### config.mk
export PLATFORM = sky130hd
export DESIGN_NAME = stack_mem_ctrl_flat
export DESIGN_NICKNAME = d
export VERILOG_FILES = /design/src/rtl/stack_mem_ctrl_if.sv /design/src/rtl/stack_mem_ctrl.sv /design/src/flat_wrapper.sv
export SDC_FILE = /design/constraint.sdc
export NUM_CORES = 1
export LEC_CHECK = 0
export BUFFER_PORTS_ARGS = -buffer_cell sky130_fd_sc_hd__buf_4
export CORE_ASPECT_RATIO = 1.5
export CORE_MARGIN = 4
export CORE_UTILIZATION = 34
export DETAILED_ROUTE_END_ITERATION = 10
export HOLD_SLACK_MARGIN = 0.03
export PLACE_DENSITY_LB_ADDON = 0.3
export RECOVER_POWER = 100
export SLEW_MARGIN = 20
export SYNTH_ARGS = -nofsm -noshare
export SYNTH_HDL_FRONTEND = slang
export SYNTH_SLANG_ARGS = --single-unit
### constraint.sdc
create_clock -name clock -period 6.9 [get_ports clock]
set_clock_uncertainty 0.05 [all_clocks]
set_input_delay 0.69 -clock clock [delete_from_list [all_inputs] [get_ports clock]]
set_output_delay 0.69 -clock clock [all_outputs]
set_load 0.005 [all_outputs]
### src/rtl/stack_mem_ctrl_if.sv
// Host-load and core memory bus between the stack-machine core/host and stack_mem_ctrl.
interface stack_mem_ctrl_if;
  logic       start;
  logic       clear;
  logic       load_valid;
  logic [7:0] load_data;
  logic       load_ready;
  logic [7:0] cpu_addr;
  logic [7:0] cpu_wdata;
  logic [7:0] cpu_rdata;
  logic       cpu_reset;
  logic [7:0] result;
  logic       result_valid;
  logic       busy;

  // Controller side
  modport slave (
    input  start, clear, load_valid, load_data, cpu_addr, cpu_wdata,
    output load_ready, cpu_rdata, cpu_reset, result, result_valid, busy
  );

  // Host/core side
  modport master (
    output start, clear, load_valid, load_data, cpu_addr, cpu_wdata,
    input  load_ready, cpu_rdata, cpu_reset, result, result_valid, busy
  );
endinterface

### src/rtl/stack_mem_ctrl.sv
// Program/data memory plus host-load controller for the stack-machine core:
// combinational reads, snooped two-cycle stores, and FIN-halt result capture.
module stack_mem_ctrl #(
  parameter int unsigned DEPTH    = 32,
  parameter int unsigned HALT_CYC = 8
) (
  input logic             clock,
  input logic             reset_n,
  stack_mem_ctrl_if.slave bus
);

  localparam int unsigned IW = (DEPTH > 1) ? $clog2(DEPTH) : 1;
  localparam int unsigned PW = $clog2(DEPTH + 1);
  localparam int unsigned DW = 8;

  localparam logic [1:0] ST_LOAD = 2'd0;
  localparam logic [1:0] ST_RUN  = 2'd1;
  localparam logic [1:0] ST_HALT = 2'd2;

  localparam logic [1:0] SF_IDLE   = 2'd0;
  localparam logic [1:0] SF_ARM    = 2'd1;
  localparam logic [1:0] SF_COMMIT = 2'd2;

  localparam logic [DW-1:0] MARKER = 8'hFF;

  logic [DW-1:0] mem [DEPTH];

  logic [1:0]    state_q, state_d;
  logic [1:0]    sf_q, sf_d;
  logic [PW-1:0] ptr_q, ptr_d;
  logic [7:0]    wd_q, wd_d;
  logic [DW-1:0] prev_wdata_q;
  logic          prev_run_q, prev_run_d;
  logic [DW-1:0] result_q, result_d;
  logic          result_valid_q, result_valid_d;
  logic          busy_q, busy_d;
  logic          cpu_reset_q, cpu_reset_d;
  logic          load_ready_q, load_ready_d;

  logic          addr_mapped;
  logic          addr_zero;
  logic [IW-1:0] cpu_idx;
  logic [IW-1:0] ptr_idx;
  logic          load_we;
  logic          store_we;

  // Address decode for the core port
  always_comb begin
    addr_mapped = 32'(bus.cpu_addr) < DEPTH;
    addr_zero   = (bus.cpu_addr == 8'h00);
    cpu_idx     = bus.cpu_addr[IW-1:0];
    ptr_idx     = ptr_q[IW-1:0];
  end

  // Zero-latency read; unmapped addresses read as zero
  always_comb begin
    bus.cpu_rdata = 8'h00;
    if (addr_mapped) begin
      bus.cpu_rdata = mem[cpu_idx];
    end
  end

  // Top FSM, store snooper and halt watchdog next-state logic
  always_comb begin
    state_d    = state_q;
    sf_d       = sf_q;
    ptr_d      = ptr_q;
    wd_d       = wd_q;
    result_d   = result_q;
    load_we    = 1'b0;
    store_we   = 1'b0;

    if (bus.clear) begin
      state_d = ST_LOAD;
      ptr_d   = '0;
      sf_d    = SF_IDLE;
      wd_d    = 8'd0;
    end else begin
      case (state_q)
        ST_LOAD: begin
          sf_d = SF_IDLE;
          wd_d = 8'd0;
          if (bus.load_valid && load_ready_q) begin
            load_we = 1'b1;
            ptr_d   = ptr_q + PW'(1);
          end
          if (bus.start) begin
            state_d = ST_RUN;
          end
        end
        ST_RUN: begin
          // Store sequence: marker cycle arms, next cycle passes, third commits
          case (sf_q)
            SF_IDLE: begin
              if ((bus.cpu_wdata == MARKER) && !addr_zero) begin
                sf_d = SF_ARM;
              end
            end
            SF_ARM: begin
              sf_d = SF_COMMIT;
            end
            SF_COMMIT: begin
              store_we = addr_mapped;
              sf_d     = SF_IDLE;
            end
            default: begin
              sf_d = SF_IDLE;
            end
          endcase
          // FIN keeps address 0 with a steady data value
          if (prev_run_q && addr_zero && (bus.cpu_wdata == prev_wdata_q)) begin
            wd_d = wd_q + 8'd1;
          end else begin
            wd_d = 8'd0;
          end
          if (wd_d == 8'(HALT_CYC)) begin
            result_d = bus.cpu_wdata;
            state_d  = ST_HALT;
            sf_d     = SF_IDLE;
            wd_d     = 8'd0;
          end
        end
        ST_HALT: begin
          sf_d = SF_IDLE;
          wd_d = 8'd0;
          if (bus.start) begin
            state_d = ST_RUN;
          end
        end
        default: begin
          state_d = ST_LOAD;
          sf_d    = SF_IDLE;
          wd_d    = 8'd0;
        end
      endcase
    end

    prev_run_d     = (state_q == ST_RUN) && (state_d == ST_RUN);
    cpu_reset_d    = (state_d != ST_RUN);
    busy_d         = (state_d == ST_RUN);
    result_valid_d = (state_d == ST_HALT);
    load_ready_d   = (state_d == ST_LOAD) && (32'(ptr_d) < DEPTH);
  end

  // Control and output registers
  always_ff @(posedge clock or negedge reset_n) begin
    if (!reset_n) begin
      state_q        <= ST_LOAD;
      sf_q           <= SF_IDLE;
      ptr_q          <= '0;
      wd_q           <= 8'd0;
      prev_wdata_q   <= 8'h00;
      prev_run_q     <= 1'b0;
      result_q       <= 8'h00;
      result_valid_q <= 1'b0;
      busy_q         <= 1'b0;
      cpu_reset_q    <= 1'b1;
      load_ready_q   <= 1'b1;
    end else begin
      state_q        <= state_d;
      sf_q           <= sf_d;
      ptr_q          <= ptr_d;
      wd_q           <= wd_d;
      prev_wdata_q   <= bus.cpu_wdata;
      prev_run_q     <= prev_run_d;
      result_q       <= result_d;
      result_valid_q <= result_valid_d;
      busy_q         <= busy_d;
      cpu_reset_q    <= cpu_reset_d;
      load_ready_q   <= load_ready_d;
    end
  end

  // Memory array is not reset; writes are suppressed while reset is held
  always_ff @(posedge clock) begin
    if (reset_n && load_we) begin
      mem[ptr_idx] <= bus.load_data;
    end else if (reset_n && store_we) begin
      mem[cpu_idx] <= bus.cpu_wdata;
    end
  end

  assign bus.cpu_reset    = cpu_reset_q;
  assign bus.busy         = busy_q;
  assign bus.result_valid = result_valid_q;
  assign bus.result       = result_q;
  assign bus.load_ready   = load_ready_q;

endmodule

### src/flat_wrapper.sv
// flat-port wrapper written by rule: the top's interface ports become plain ports
module stack_mem_ctrl_flat 
#(
  parameter int unsigned DEPTH    = 32,
  parameter int unsigned HALT_CYC = 8
)
  (clock, reset_n, bus_start, bus_clear, bus_load_valid, bus_load_data, bus_cpu_addr, bus_cpu_wdata, bus_load_ready, bus_cpu_rdata, bus_cpu_reset, bus_result, bus_result_valid, bus_busy);
  stack_mem_ctrl_if bus_i ();
  input logic clock;
  input logic reset_n;
  input wire logic [$bits(bus_i.start)-1:0] bus_start;
  input wire logic [$bits(bus_i.clear)-1:0] bus_clear;
  input wire logic [$bits(bus_i.load_valid)-1:0] bus_load_valid;
  input wire logic [$bits(bus_i.load_data)-1:0] bus_load_data;
  input wire logic [$bits(bus_i.cpu_addr)-1:0] bus_cpu_addr;
  input wire logic [$bits(bus_i.cpu_wdata)-1:0] bus_cpu_wdata;
  output wire logic [$bits(bus_i.load_ready)-1:0] bus_load_ready;
  output wire logic [$bits(bus_i.cpu_rdata)-1:0] bus_cpu_rdata;
  output wire logic [$bits(bus_i.cpu_reset)-1:0] bus_cpu_reset;
  output wire logic [$bits(bus_i.result)-1:0] bus_result;
  output wire logic [$bits(bus_i.result_valid)-1:0] bus_result_valid;
  output wire logic [$bits(bus_i.busy)-1:0] bus_busy;
  assign bus_i.start = bus_start;
  assign bus_i.clear = bus_clear;
  assign bus_i.load_valid = bus_load_valid;
  assign bus_i.load_data = bus_load_data;
  assign bus_i.cpu_addr = bus_cpu_addr;
  assign bus_i.cpu_wdata = bus_cpu_wdata;
  assign bus_load_ready = bus_i.load_ready;
  assign bus_cpu_rdata = bus_i.cpu_rdata;
  assign bus_cpu_reset = bus_i.cpu_reset;
  assign bus_result = bus_i.result;
  assign bus_result_valid = bus_i.result_valid;
  assign bus_busy = bus_i.busy;
  stack_mem_ctrl #(.DEPTH(DEPTH), .HALT_CYC(HALT_CYC)) u_core (.clock(clock), .reset_n(reset_n), .bus(bus_i));
endmodule
## Yosys cells after proc, flatten, opt, wreduce, memory -nomap -nowiden

Memory sizes are Yosys's and may differ from the RTL's.
Cells that the tools add are included.

| word-level totals | value |
|---|---|
| latch bits | 0 |
| input port bits | 29 |
| output and inout bits | 20 |
| logic and storage cells | 77 |
| memories kept | 1 |
| register bits after elaboration | 39 |
| memory bits (writable) | 256 |
| memory bits (read-only) | 0 |

| cells by class | value |
|---|---|
| bitwise gates (word level) | 1 |
| eq/ne operators | 11 |
| shifts and indexed selects | 0 |
| order comparisons | 2 |
| reductions and logical operators | 16 |
| mux-type cells | 33 |
| divide/modulo/power cells | 0 |
| $mul | 0 |
| add/sub/neg operators | 2 |

Memories:

| memory | depth | width | rd ports | clocked after memory_dff | write ports | line | RTL |
|---|---|---|---|---|---|---|---|
| u_core.mem | 32 | 8 | 1 | 0 | 1 | stack_mem_ctrl.sv:26 | `logic [DW-1:0] mem [DEPTH];` |

Operators by type and width:

| kind | number |
|---|---|
| $mux W8 | 8 |
| $mux W6 | 3 |
| $mux W2 | 7 |
| $mux W1 | 12 |
| $add A8 B1 Y8 const B | 1 |
| $eq A8 B4 Y1 const B | 1 |
| $eq A8 B8 Y1 | 1 |
| $eq A8 B8 Y1 const B | 1 |
| $logic_and A1 B1 Y1 | 8 |
| $logic_not A8 Y1 | 1 |
| $lt A8 B6 Y1 const B | 1 |
| $pmux W2 S2 | 2 |
| $reduce_or A8 Y1 | 1 |
| $add A6 B1 Y6 const B | 1 |
| $eq A2 B1 Y1 const B | 3 |
| $eq A2 B2 Y1 const B | 3 |
| $logic_not A2 Y1 | 3 |
| $lt A6 B6 Y1 const B | 1 |
| $mux W5 | 1 |
| $ne A5 B3 Y1 const B | 1 |
| $reduce_and A3 Y1 | 1 |
| $ne A2 B1 Y1 const B | 1 |
| $reduce_or A2 Y1 | 1 |
| $logic_not A1 Y1 | 1 |
| $not A1 Y1 | 1 |

## Longest topological paths before layout

Gate-level depths: netlist of the first run.

| depth | value |
|---|---|
| depth in word-level cells | 12 |
| depth in mapped cells | 8 |
| mapped depth without buffers | 6 |

## Worst setup path before layout of the first run

Ideal clock, no wire load.

| timing path | value |
|---|---|
| path kind | input to output |
| start point | input port bus_cpu_addr[1] |
| end point | output port bus_cpu_rdata[1] |
| data required time | 6.160 ns |
| path buffers | 2 |
| slack | 3.992 ns |
| cell stages on the path | 6 |
| data arrival time | 2.168 ns |
| cells stage by stage | buf_6 buf_4 mux4_2 mux4_2 o22ai_1 nor2_1 |

| on the way | value |
|---|---|
| word-level cells in the longest chain between the ends | 2 |
| elaborated cells between the ends (all ways) | 3 |
| classes of those cells | order compare: 1; mux: 1; memory: 1 |

RTL lines:

| element | line | RTL |
|---|---|---|
| start, declared | flat_wrapper.sv:15 | `input wire logic [$bits(bus_i.cpu_addr)-1:0] bus_cpu_addr;` |
| $mem_v2 Z32 W8 / $lt A8 B6 Y1 (equally long branches) | - |  |
| $mux W8 * | stack_mem_ctrl.sv:58 | `if (addr_mapped) begin` |
| end, declared | flat_wrapper.sv:18 | `output wire logic [$bits(bus_i.cpu_rdata)-1:0] bus_cpu_rdata;` |

Mark *: on every way between the ends. The rest lies on a longest branch, timed or not.

## Worst setup path after layout of the first run

| timing path | value |
|---|---|
| start point | input port bus_cpu_addr[1] |
| end point | output port bus_cpu_rdata[5] |

Same word-level chain as after synthesis.

==> impl_metrics.py, run 1 <==
metrics = {
    "route": {
        "postRouteAntennaNets": 0,
        "remaining_drc_errors": 0,
        "num_vias": 6151,
        "viasPerCell": 5.13,
        "wl_per_cell_um": 22.5,
        "first_iter_violations": 446,
        "drt_first_pass_iters": 5,
        "wirelength_mm": 27.0,
    },
    "finish": {
        "areaGrowthSynthToFinish_pct": 13.3,
        "fin_nets": 743,
        "fill_cells": 3167,
        "diodes": 0,
        "final_util_pct": 39.3,
        "drive_gt1_share_pct": 22.8,
        "fin_cells": 1199,
    },
    "min_path": {
        "min_path_type": "in -> reg",
    },
    "worst_setup_path": {
        "cp.arrival_ns": 4.14,
        "cp_max_fo": 31,
        "cp_slowest_cell": "clkbuf_1",
        "worstReg2RegStart": "u_core.state_q[1]$_DFF_PN0_",
        "path_buf_inv": 3,
        "ff2ff_setup_slack_ns": 3.51,
        "start_kind": "input pin",
        "r2r-end": "u_core.mem[29][0]$_DFFE_PP_",
        "rr_worst_depth": 5,
        "worstPathRequired_ns": 6.16,
        "path_cells": "buf_4 -> clkbuf_1 -> mux4_2 -> mux4_2 -> o22ai_1 -> nor2_1 -> buf_4",
        "worstSetupEndpoint": "bus_cpu_rdata[5]",
        "cpLargestDelayFamily": "buffers and inverters",
        "path_class": "in -> out",
        "startpoint": "bus_cpu_addr[1]",
        "cpPeakStageDelay_ns": 1.37,
        "end_kind": "output pin",
        "worstSetupPathDepth": 7,
    },
    "grt": {
        "grt_max_degree": 46,
        "grt_pass1_wl_mm": 40.7,
        "grt_util_all_layers_pct": 14.0,
        "grt-busiest-layer": "met2",
        "met3_usage_pct": 1.85,
        "use_met1_pct": 16.3,
        "grt_util_met2_pct": 26.1,
        "grt-ovfl-total": 0,
        "antenna_found_initial": 0,
        "grt_pass1_vias": 6565,
    },
    "placed_design": {
        "io_buffers": 48,
        "gp_congestion": 0.766,
        "dpl.hpwl_mm": 17.5,
        "dp.cells": 1150,
    },
    "flow_run": {
        "drv_cap": 2,
    },
    "power_and_ir_drop": {
        "p_per_area_mw_per_mm2": 264,
        "p_sw_share_pct": 21.3,
        "p_leak_uw": 0.00446,
        "peakVddDrop_v": 0.000182,
        "seq_power_share_pct": 54.6,
        "p_int_uw": 2810,
        "combPwrFrac_pct": 5.0,
        "p_switching_uw": 763,
        "p_clk_share_pct": 40.4,
    },
    "yosys": {
        "yosysSeqAreaShare_pct": 72.4,
        "synth_seq_cells": 295,
        "netlist_instances": 661,
        "syn_avg_cell_area_um2": 18.1,
        "yosys_warnings": 0,
        "ys_types": 54,
        "syn-cell-area_mm2": 0.0120,
        "syn-num-nets": 692,
    },
    "timing": {
        "slew_viol_final": 65,
        "final_hold_viol_count": 0,
        "grt_setup_unrepaired": "no",
        "fmax_mhz": 205,
        "setup_viol": 0,
        "min_period_ns": 4.88,
        "tightest_slew_ns": 2.11,
        "tns_ns": 0,
        "slew_headroom_pct": -41.0,
        "finalCritPeriodShare_pct": 70.7,
    },
    "clock_tree": {
        "htreeDepth": 1,
        "clk_path_buf_depth": 3,
        "clk_latency_ns": 0.53,
        "ctsRootBufferMaster": "clkbuf_16",
        "cts_setup_buffers": 0,
        "hold_buffers": 0,
        "cts_made_buffers": 27,
        "cts_sinks": 295,
        "ctsResizeCount": 0,
        "clk_pin_slew_ns": 0.06,
        "cts_tree": "built",
    },
    "die": {
        "dieWidth_um": 161,
        "die_area_mm2": 0.0383,
        "fp.dieH_um": 238,
        "fp.coreArea_mm2": 0.0345,
        "num_rows": 83,
        "initial_utilization_pct": 34.7,
        "pin_count": 49,
    },
    "outcome": {
        "status": "finished, violations left",
        "violations": "max-capacitance violations, max-slew violations",
    },
}
==> worst min path at each step <==
stage | startpoint | end | cells after the start
after floorplan | reset_n | u_core.bus.busy$_DFF_PN0_ | 0
after global placement | u_core.sf_q[1]$_DFFE_PN0P_ | u_core.sf_q[1]$_DFFE_PN0P_ | 1
after detailed placement | u_core.sf_q[1]$_DFFE_PN0P_ | u_core.sf_q[1]$_DFFE_PN0P_ | 1
after CTS | reset_n | u_core.wd_q[6]$_DFF_PN0_ | 1
after global routing | bus_cpu_wdata[2] | u_core.prev_wdata_q[2]$_DFF_PN0_ | 1
final | bus_cpu_wdata[2] | u_core.prev_wdata_q[2]$_DFF_PN0_ | 1
==> cells in the mapped netlist (all sizes together) <==
| cell | n | share of area [%] |
|---|---|---|
| nand3b | 1 | 0.063 |
| nand2b | 6 | 0.31 |
| a21bo | 1 | 0.084 |
| edfxtp | 256 | 64 |
| o21bai | 1 | 0.063 |
| xor2 | 8 | 0.59 |
| xnor2 | 11 | 0.80 |
| mux2 | 32 | 3.3 |
| and4b | 1 | 0.084 |
| nand4b | 1 | 0.073 |
| mux2i | 18 | 1.5 |
| nand3 | 8 | 0.44 |
| or2 | 2 | 0.10 |
| mux4 | 56 | 11 |
| o21a | 1 | 0.063 |
| and4bb | 1 | 0.10 |
| buf | 16 | 0.82 |
| ha | 2 | 0.21 |
| nor2 | 60 | 1.9 |
| nor4 | 3 | 0.21 |
| nand4 | 5 | 0.26 |
| nor3b | 3 | 0.19 |
| a221oi | 8 | 0.59 |
| clkinv | 1 | 0.031 |
| clkbuf | 16 | 0.52 |
| o211ai | 1 | 0.063 |
| inv | 2 | 0.063 |
| a21oi | 10 | 0.42 |
| o22ai | 17 | 0.89 |
| and4 | 1 | 0.073 |
| or4 | 1 | 0.094 |
| dfstp | 2 | 0.44 |
| nor3 | 8 | 0.33 |
| a211oi | 2 | 0.23 |
| nand2 | 35 | 1.1 |
| nor4b | 3 | 0.22 |
| a31oi | 3 | 0.16 |
| nor2b | 2 | 0.10 |
| nor4bb | 2 | 0.17 |
| dfrtp | 37 | 7.7 |
| a32oi | 1 | 0.073 |
| and3 | 6 | 0.37 |
| o21ai | 10 | 0.42 |
==> routing by layer <==
metal / routed length [um] / up-vias
met5: 0 / -
met4: 927 / 0
met3: 1120 / 47
met2: 14400 / 178
met1: 10600 / 3210
li1: - / 2716
==> state kept, by name, summed over array words and instances, names as in the netlist <==
name / flops
u_core.bus.load_ready: 1
u_core.mem: 256
u_core.prev_wdata_q: 8
u_core.bus.result: 8
u_core.bus.busy: 1
u_core.prev_run_q: 1
u_core.state_q: 2
u_core.bus.result_valid: 1
u_core.ptr_q: 6
u_core.wd_q: 8
u_core.bus.cpu_reset: 1
u_core.sf_q: 2
==> layout by cell type, fill, tap and decap left out, types with 2 or more instances in the layout <==
| cell | synthesis | routed |
|---|---|---|
| nor4bb_1 | 2 | 2 |
| clkbuf_16 | 0 | 27 |
| nand3_1 | 7 | 8 |
| nor4_1 | 2 | 3 |
| nor3_1 | 8 | 8 |
| clkbuf_4 | 0 | 18 |
| nor2_1 | 59 | 59 |
| nand2b_1 | 6 | 6 |
| buf_4 | 3 | 23 |
| xor2_1 | 8 | 8 |
| clkinv_2 | 0 | 4 |
| nor2b_1 | 2 | 2 |
| clkinvlp_4 | 0 | 7 |
| xnor2_1 | 11 | 11 |
| nand2_1 | 35 | 35 |
| edfxtp_1 | 256 | 256 |
| dfrtp_1 | 37 | 37 |
| inv_6 | 0 | 2 |
| ha_1 | 2 | 2 |
| mux2_1 | 0 | 15 |
| mux2_2 | 24 | 16 |
| clkbuf_8 | 0 | 3 |
| mux4_2 | 56 | 56 |
| o22ai_1 | 17 | 17 |
| clkbuf_1 | 14 | 17 |
| o21ai_0 | 10 | 10 |
| dfstp_2 | 2 | 2 |
| and3_1 | 4 | 4 |
| inv_1 | 2 | 2 |
| nor3b_1 | 3 | 3 |
| clkinv_1 | 1 | 2 |
| a31oi_1 | 3 | 3 |
| a21oi_1 | 10 | 10 |
| nand4_1 | 5 | 5 |
| a221oi_1 | 8 | 8 |
| mux2i_1 | 18 | 18 |
| nor4b_1 | 3 | 3 |
==> kinds of logic after synthesis <==
family                     after synthesis  share of synthesized area, %
muxes                                  106                          15.3
adders and majority gates                2                         0.209
buffers and inverters                   35                          1.43
xor gates and xnor gates                19                          1.39
DFF                                    295                          72.4
and+or+nand+nor                        149                          6.24
AOI/OAI and AO/OA                       55                          3.04
==> power groups by stage <==
stage	Combinational, uW	Clock, uW	Sequential, uW
2_1_floorplan	114	0	1990
3_3_place_gp	186	0	1990
3_5_place_dp	187	0	1990
4_1_cts	188	1470	1950
5_1_grt	194	1550	1950
6_report	178	1440	1950
==> layout make-up <==
cell class              instances  area [um^2]  area share [%]
clock inverters                15          124           0.913
clock buffers                  34          732            5.40
repair buffers                 54          357            2.63
multi-input cells             331         3090            22.8
inverters                       3         11.3          0.0830
well taps                     467          584            4.31
flip-flops and latches        295         8670            63.9
==> stage by stage <==
| stage | hold slack [ns] | instance area (um^2) | setup slack (ns) | total power (uW) |
|---|---|---|---|---|
| floorplan | 0.344 | 12000 | 3.99 | 2100 |
| global placement | 0.402 | 12800 | 2.73 | 2180 |
| detailed placement | 0.410 | 12800 | 2.71 | 2180 |
| CTS | 0.0795 | 13700 | 2.77 | 3610 |
| global route | 0.298 | 13600 | 1.52 | 3700 |
| finish | 0.305 | 13600 | 2.02 | 3580 |
Power figures use the tool's default switching activity.
==> run 2, diff against run 1 <==
==> constraint.sdc (replaced) <==
create_clock -name clock -period 4.7 [get_ports clock]
set_clock_uncertainty 0.05 [all_clocks]
set_input_delay 0.47 -clock clock [delete_from_list [all_inputs] [get_ports clock]]
set_output_delay 0.47 -clock clock [all_outputs]
set_load 0.005 [all_outputs]
==> impl_metrics.py, run 2 (synthesized netlist as in run 1, its figures left out) <==
metrics = {
    "grt": {
        "grt_pass1_wl_mm": 41.5,
        "grt_util_all_layers_pct": 14.3,
        "grt_max_degree": 70,
        "grt_pass1_vias": 6432,
        "grt-ovfl-total": 0,
        "antenna_found_initial": 0,
    },
    "worst_setup_path": {
        "cp.arrival_ns": 3.25,
        "cpPeakStageDelay_ns": 0.85,
        "worstReg2RegStart": "u_core.state_q[0]$_DFF_PN0_",
        "rr_worst_depth": 7,
        "cp_max_fo": 29,
        "r2r-end": "u_core.mem[5][3]$_DFFE_PP_",
        "worstPathRequired_ns": 4.18,
        "end_kind": "output pin",
        "start_kind": "input pin",
        "startpoint": "bus_cpu_addr[1]",
        "crit_path_frequent_cell": "mux4_2",
        "ff2ff_setup_slack_ns": 1.25,
        "path_cells": "clkbuf_2 -> buf_4 -> mux4_2 -> mux4_2 -> o22ai_1 -> nor2_1 -> clkbuf_4",
        "cp_slowest_cell": "clkbuf_2",
        "path_class": "in -> out",
    },
    "die": {
        "dieWidth_um": 161,
        "fp.dieH_um": 238,
        "die_area_mm2": 0.0383,
        "num_rows": 83,
        "pin_count": 49,
        "fp.coreArea_mm2": 0.0345,
        "initial_utilization_pct": 34.7,
    },
    "route": {
        "wl_per_cell_um": 22.4,
        "first_iter_violations": 530,
        "wirelength_mm": 27.4,
        "remaining_drc_errors": 0,
        "num_vias": 6166,
        "drt_first_pass_iters": 4,
        "postRouteAntennaNets": 0,
        "viasPerCell": 5.03,
    },
    "timing": {
        "min_period_ns": 3.77,
        "fmax_mhz": 265,
        "grt_setup_unrepaired": "no",
        "hold_slack_ns": 0.153,
        "finalCritPeriodShare_pct": 80.2,
        "tightest_slew_ns": 2.11,
        "slew_viol_final": 40,
        "setup_viol": 0,
        "slew_headroom_pct": -40.8,
        "tns_ns": 0,
        "final_hold_viol_count": 0,
    },
    "placed_design": {
        "io_buffers": 48,
        "dp.cells": 1168,
        "gp_congestion": 0.782,
        "dpl.hpwl_mm": 17.6,
    },
    "finish": {
        "largest_reg_flops": 256,
        "final_cell_mix": "edfxtp_1 (256), nor2_1 (60), mux4_2 (56)",
        "areaGrowthSynthToFinish_pct": 13.9,
        "largest_register": "u_core.mem",
        "diodes": 0,
        "fin_nets": 770,
        "drive_gt1_share_pct": 20.6,
        "fin_cells": 1225,
        "mostFrequentLayoutCell": "edfxtp_1",
    },
    "clock_tree": {
        "clk_latency_ns": 0.54,
        "cts_tree": "built",
        "cts_made_buffers": 27,
        "ctsRootBufferMaster": "clkbuf_16",
        "htreeDepth": 1,
        "cts_sinks": 295,
        "ctsResizeCount": 0,
        "clk_path_buf_depth": 3,
        "clk_pin_slew_ns": 0.07,
    },
    "flow_run": {
        "drv_cap": 1,
    },
    "outcome": {
        "status": "finished, violations left",
        "violations": "max-capacitance violations, max-slew violations",
    },
    "min_path": {
        "hold_depth": 2,
        "hold_start": "bus_clear",
        "hold_end": "u_core.ptr_q[0]$_DFFE_PN0P_",
        "min_path_type": "in -> reg",
    },
    "power_and_ir_drop": {
        "peakVddDrop_v": 0.000230,
        "power_uw": 5190,
        "p_leak_uw": 0.00451,
        "p_per_area_mw_per_mm2": 380,
    },
}
run 2: changes by cell type in the layout (fill, tap and decap cells not counted), sizes merged:
cell,delta
buf,+1
clkbuf,+13
clkinv,+9
clkinvlp,-5
dlygate4sd3,+9
inv,-1
run 2: what timing repair did:
action	4_1_cts	5_1_grt
hold endpoints to repair	45	0
hold buffers	9	0
buffers inserted	0	0
run 2: through the flow:
step	worst slack, ns	util [%]	instance area (um^2)
detailed placement	1.26	37.5	12900
CTS	1.27	40.1	13800
global placement	1.26	37.5	12900
global route	0.630	39.6	13600
finish	0.932	39.6	13600
floorplan	2.21	-	12000
run 2: how the worst max path moves through the flow:
stage | cells after the start | to
after global placement | 7 | bus_cpu_rdata[0]
after global routing | 7 | bus_cpu_rdata[0]
final | 7 | bus_cpu_rdata[0]
after floorplan | 7 | u_core.mem[15][0]$_DFFE_PP_
after detailed placement | 7 | bus_cpu_rdata[0]
after CTS | 7 | bus_cpu_rdata[0]
run 2: per-layer routing:
metal	wire [um]	part of all wire, %	global-route usage, %
met1	11100	40	17.8
met2	14600	53	26.0
met3	1100	4.0	1.76
met4	717	2.6	4.42
met5	0	0	0
run 2: where the power goes:
part | switching, uW | internal, uW | leakage [uW]
clock network | 938 | 1110 | 0.000394
registers | 8.24 | 2860 | 0.00282
logic | 163 | 108 | 0.00130
run 2: critical path, delay by kind of cell:
family | cells | cell delay [ns]
AND/OR/NAND/NOR | 1 | 0.08
buffers and inverters | 3 | 1.42
multiplexers | 2 | 1.10
AO/OA/AOI/OAI | 1 | 0.17
run 2: area by class of cell:
type / count / area [um^2]
clock inverters: 18 / 123
fillers: 3189 / 20800
flip-flops and latches: 295 / 8670
repair buffers: 81 / 504
clock buffers: 30 / 687
inverters: 3 / 11.3
multi-input cells: 331 / 3060
well taps: 467 / 584
==> run 3, diff against run 2 <==
--- a/config.mk
+++ b/config.mk
@@ -5,6 +5,7 @@
 export SDC_FILE = /design/constraint.sdc
 export NUM_CORES = 1
 export LEC_CHECK = 0
+export ABC_AREA = 1
 export BUFFER_PORTS_ARGS = -buffer_cell sky130_fd_sc_hd__buf_4
 export CORE_ASPECT_RATIO = 1.5
 export CORE_MARGIN = 4
==> constraint.sdc (replaced) <==
create_clock -name clock -period 3.55 [get_ports clock]
set_clock_uncertainty 0.05 [all_clocks]
set_input_delay 0.355 -clock clock [delete_from_list [all_inputs] [get_ports clock]]
set_output_delay 0.355 -clock clock [all_outputs]
set_load 0.005 [all_outputs]
==> impl_metrics.py, run 3 <==
metrics = {
    "placed_design": {
        "gp_congestion": 0.817,
        "io_buffers": 48,
        "dpl.hpwl_mm": 20.9,
        "dp.cells": 1507,
        "dp_slack_ns": 0.706,
    },
    "grt": {
        "use_met1_pct": 18.4,
        "grt-ovfl-total": 0,
        "met3_usage_pct": 1.86,
        "grt_pass1_wl_mm": 49.2,
        "grt-busiest-layer": "met2",
        "grt_max_degree": 82,
        "grt_util_all_layers_pct": 16.7,
        "antenna_found_initial": 0,
        "grt_pass1_vias": 8363,
        "grt_util_met2_pct": 31.7,
    },
    "route": {
        "num_vias": 8028,
        "wl_per_cell_um": 20.9,
        "remaining_drc_errors": 0,
        "wirelength_mm": 32.7,
        "drt_first_pass_iters": 6,
        "first_iter_violations": 702,
        "postRouteAntennaNets": 0,
        "viasPerCell": 5.13,
    },
    "finish": {
        "diodes": 0,
        "largest_reg_flops": 256,
        "final_cell_mix": "edfxtp_1 (256), nor2_1 (206), o21ai_0 (150)",
        "drive_gt1_share_pct": 10.1,
        "mostFrequentLayoutCell": "edfxtp_1",
        "areaGrowthSynthToFinish_pct": 14.7,
        "fin_cells": 1565,
        "final_util_pct": 39.6,
        "fin_nets": 1103,
        "largest_register": "u_core.mem",
    },
    "worst_setup_path": {
        "path_buf_inv": 4,
        "cp_max_fo": 17,
        "cpLargestDelayFamily": "simple AND/OR/NAND/NOR gates",
        "end_kind": "flip-flop",
        "cpPeakStageDelay_ns": 0.49,
        "cp.arrival_ns": 3.16,
        "worstPathRequired_ns": 3.68,
        "path_cells": "clkinv_1 -> nor2_1 -> inv_1 -> nor2_4 -> nand2_1 -> inv_1 -> nand4_4 -> o21ai_1 -> nand3_1 -> nor2_1 -> clkbuf_1",
        "start_kind": "flip-flop",
        "cp_slowest_cell": "o21ai_1",
        "path_class": "reg -> reg",
    },
    "die": {
        "fp.coreArea_mm2": 0.0351,
        "fp.dieH_um": 239,
        "pin_count": 49,
        "num_rows": 84,
        "dieWidth_um": 162,
        "initial_utilization_pct": 34.5,
        "die_area_mm2": 0.0388,
    },
    "clock_tree": {
        "clk_pin_slew_ns": 0.06,
        "ctsRootBufferMaster": "clkbuf_16",
        "cts_sinks": 295,
        "clk_latency_ns": 0.54,
        "cts_made_buffers": 26,
        "cts_tree": "built",
        "cts_setup_buffers": 0,
        "htreeDepth": 1,
        "clk_path_buf_depth": 3,
    },
    "timing": {
        "min_period_ns": 3.03,
        "fin_ws_ns": 0.519,
        "slew_viol_final": 40,
        "hold_slack_ns": 0.161,
        "tns_ns": 0,
        "setup_viol": 0,
        "fmax_mhz": 330,
        "final_hold_viol_count": 0,
        "grt_setup_unrepaired": "no",
        "finalCritPeriodShare_pct": 85.4,
        "tightest_slew_ns": 2.08,
        "slew_headroom_pct": -38.6,
    },
    "yosys": {
        "synth_top_family_by_area": "simple AND/OR/NAND/NOR gates",
        "synth_compound_area_share_pct": 12.2,
        "syn-num-nets": 1033,
        "synth_top_area_cell": "edfxtp_1",
        "synth-edff-count": 256,
        "synth_fa_ha_area_share_pct": 0.206,
        "synth_simple_gate_area_share_pct": 12.3,
        "async_reset_ff_share_pct": 13.2,
        "synth_top_area_share_pct": 63.4,
        "synth.most_common_cell": "edfxtp_1",
        "synth-xor-area-share_pct": 0.433,
        "synthFlopType": "edfxtp_1",
        "synth_seq_cells": 295,
        "syn_avg_cell_area_um2": 12.1,
        "yosysSeqAreaShare_pct": 71.5,
        "syn-cell-area_mm2": 0.0121,
        "ys_types": 35,
        "synth_common_cells": "edfxtp_1 (256), nor2_1 (203), o21ai_0 (142)",
        "synth_area_leaders": "edfxtp_1 (63%), dfrtp_1 (7.6%), nor2_1 (6.3%)",
        "synth_mux_area_share_pct": 0,
        "yosys_warnings": 0,
        "netlist_instances": 1002,
    },
    "power_and_ir_drop": {
        "seq_power_share_pct": 55.3,
        "combPwrFrac_pct": 6.5,
        "p_switching_uw": 1550,
        "p_per_area_mw_per_mm2": 494,
        "p_clk_share_pct": 38.2,
        "p_leak_uw": 0.00471,
        "peakVddDrop_v": 0.000377,
        "p_int_uw": 5310,
        "p_sw_share_pct": 22.6,
    },
    "min_path": {
        "min_path_type": "in -> reg",
    },
    "outcome": {
        "status": "finished, violations left",
        "violations": "max-capacitance violations, max-slew violations",
    },
    "flow_run": {
        "drv_cap": 1,
    },
}
==> run 3: cell types whose count changed after synthesis, sizes merged, moves of 31 or more <==
cell,before,now
clkbuf,16,47
inv,2,47
mux2,32,0
mux4,56,0
nand2,35,88
nand3,8,46
nor2,60,208
o21ai,10,156
o221ai,0,56
==> run 3: cells by family after synthesis <==
kind of cell,Yosys count
AO/OA/AOI/OAI,243
adder cells (fa/ha/maj),2
AND/OR/NAND/NOR,351
XOR/XNOR,6
flip-flops,295
buffers and inverters,105
==> run 3: final timing paths <==
kind	from	end	cells past startpoint	slack (ns)
worst min-delay path	bus_start	u_core.bus.result_valid$_DFF_PN0_	6	0.16
worst max-delay path	u_core.state_q[0]$_DFF_PN0_	u_core.mem[1][2]$_DFFE_PP_	11	0.52
max in group asynchronous	reset_n	u_core.bus.result[0]$_DFFE_PN0P_	3	1.06
min in group asynchronous	reset_n	u_core.prev_wdata_q[6]$_DFF_PN0_	3	1.20
worst max register to register	u_core.state_q[0]$_DFF_PN0_	u_core.mem[1][2]$_DFFE_PP_	11	0.52
worst min register to register	u_core.wd_q[0]$_DFF_PN0_	u_core.wd_q[0]$_DFF_PN0_	1	0.44
==> run 3: tightest hold or removal path: cells and delay by family <==
kind / cells / cell delay (ns)
simple gates: 3 / 0.17
buf+inv: 3 / 0.18
==> run 3: layout make-up <==
type	count	area (um^2)
timing repair buffer	99	671
sequential	295	8670
clock buffer	35	706
clock inverter	13	66.3
fill	3419	21200
tap	473	592
multi-input combinational	602	3020
inverter	48	181
==> run 3: routing by layer <==
metal / routed length, um / share of wire [%]
met3: 1750 / 5.4
met1: 11600 / 36
met2: 17600 / 54
met5: 0 / 0
met4: 1720 / 5.2
==> run 3: power by group through the flow <==
stage	logic (uW)	registers, uW	clock network (uW)
2_1_floorplan	243	3870	0
3_3_place_gp	452	3870	0
3_5_place_dp	456	3870	0
4_1_cts	466	3800	2660
5_1_grt	489	3800	2830
6_report	445	3800	2620
==> run 3: through the flow <==
stage          power, uW  cell area (um^2)
3_5_place_dp        4330             13200
3_3_place_gp        4320             13200
6_report            6870             13900
5_1_grt             7120             13900
2_1_floorplan       4110             12100
4_1_cts             6930             14100
==> run 3: timing repair <==
action | CTS | global route
hold buffers | 10 | 0
hold endpoints to repair | 48 | 0
resized for setup | 0 | 0
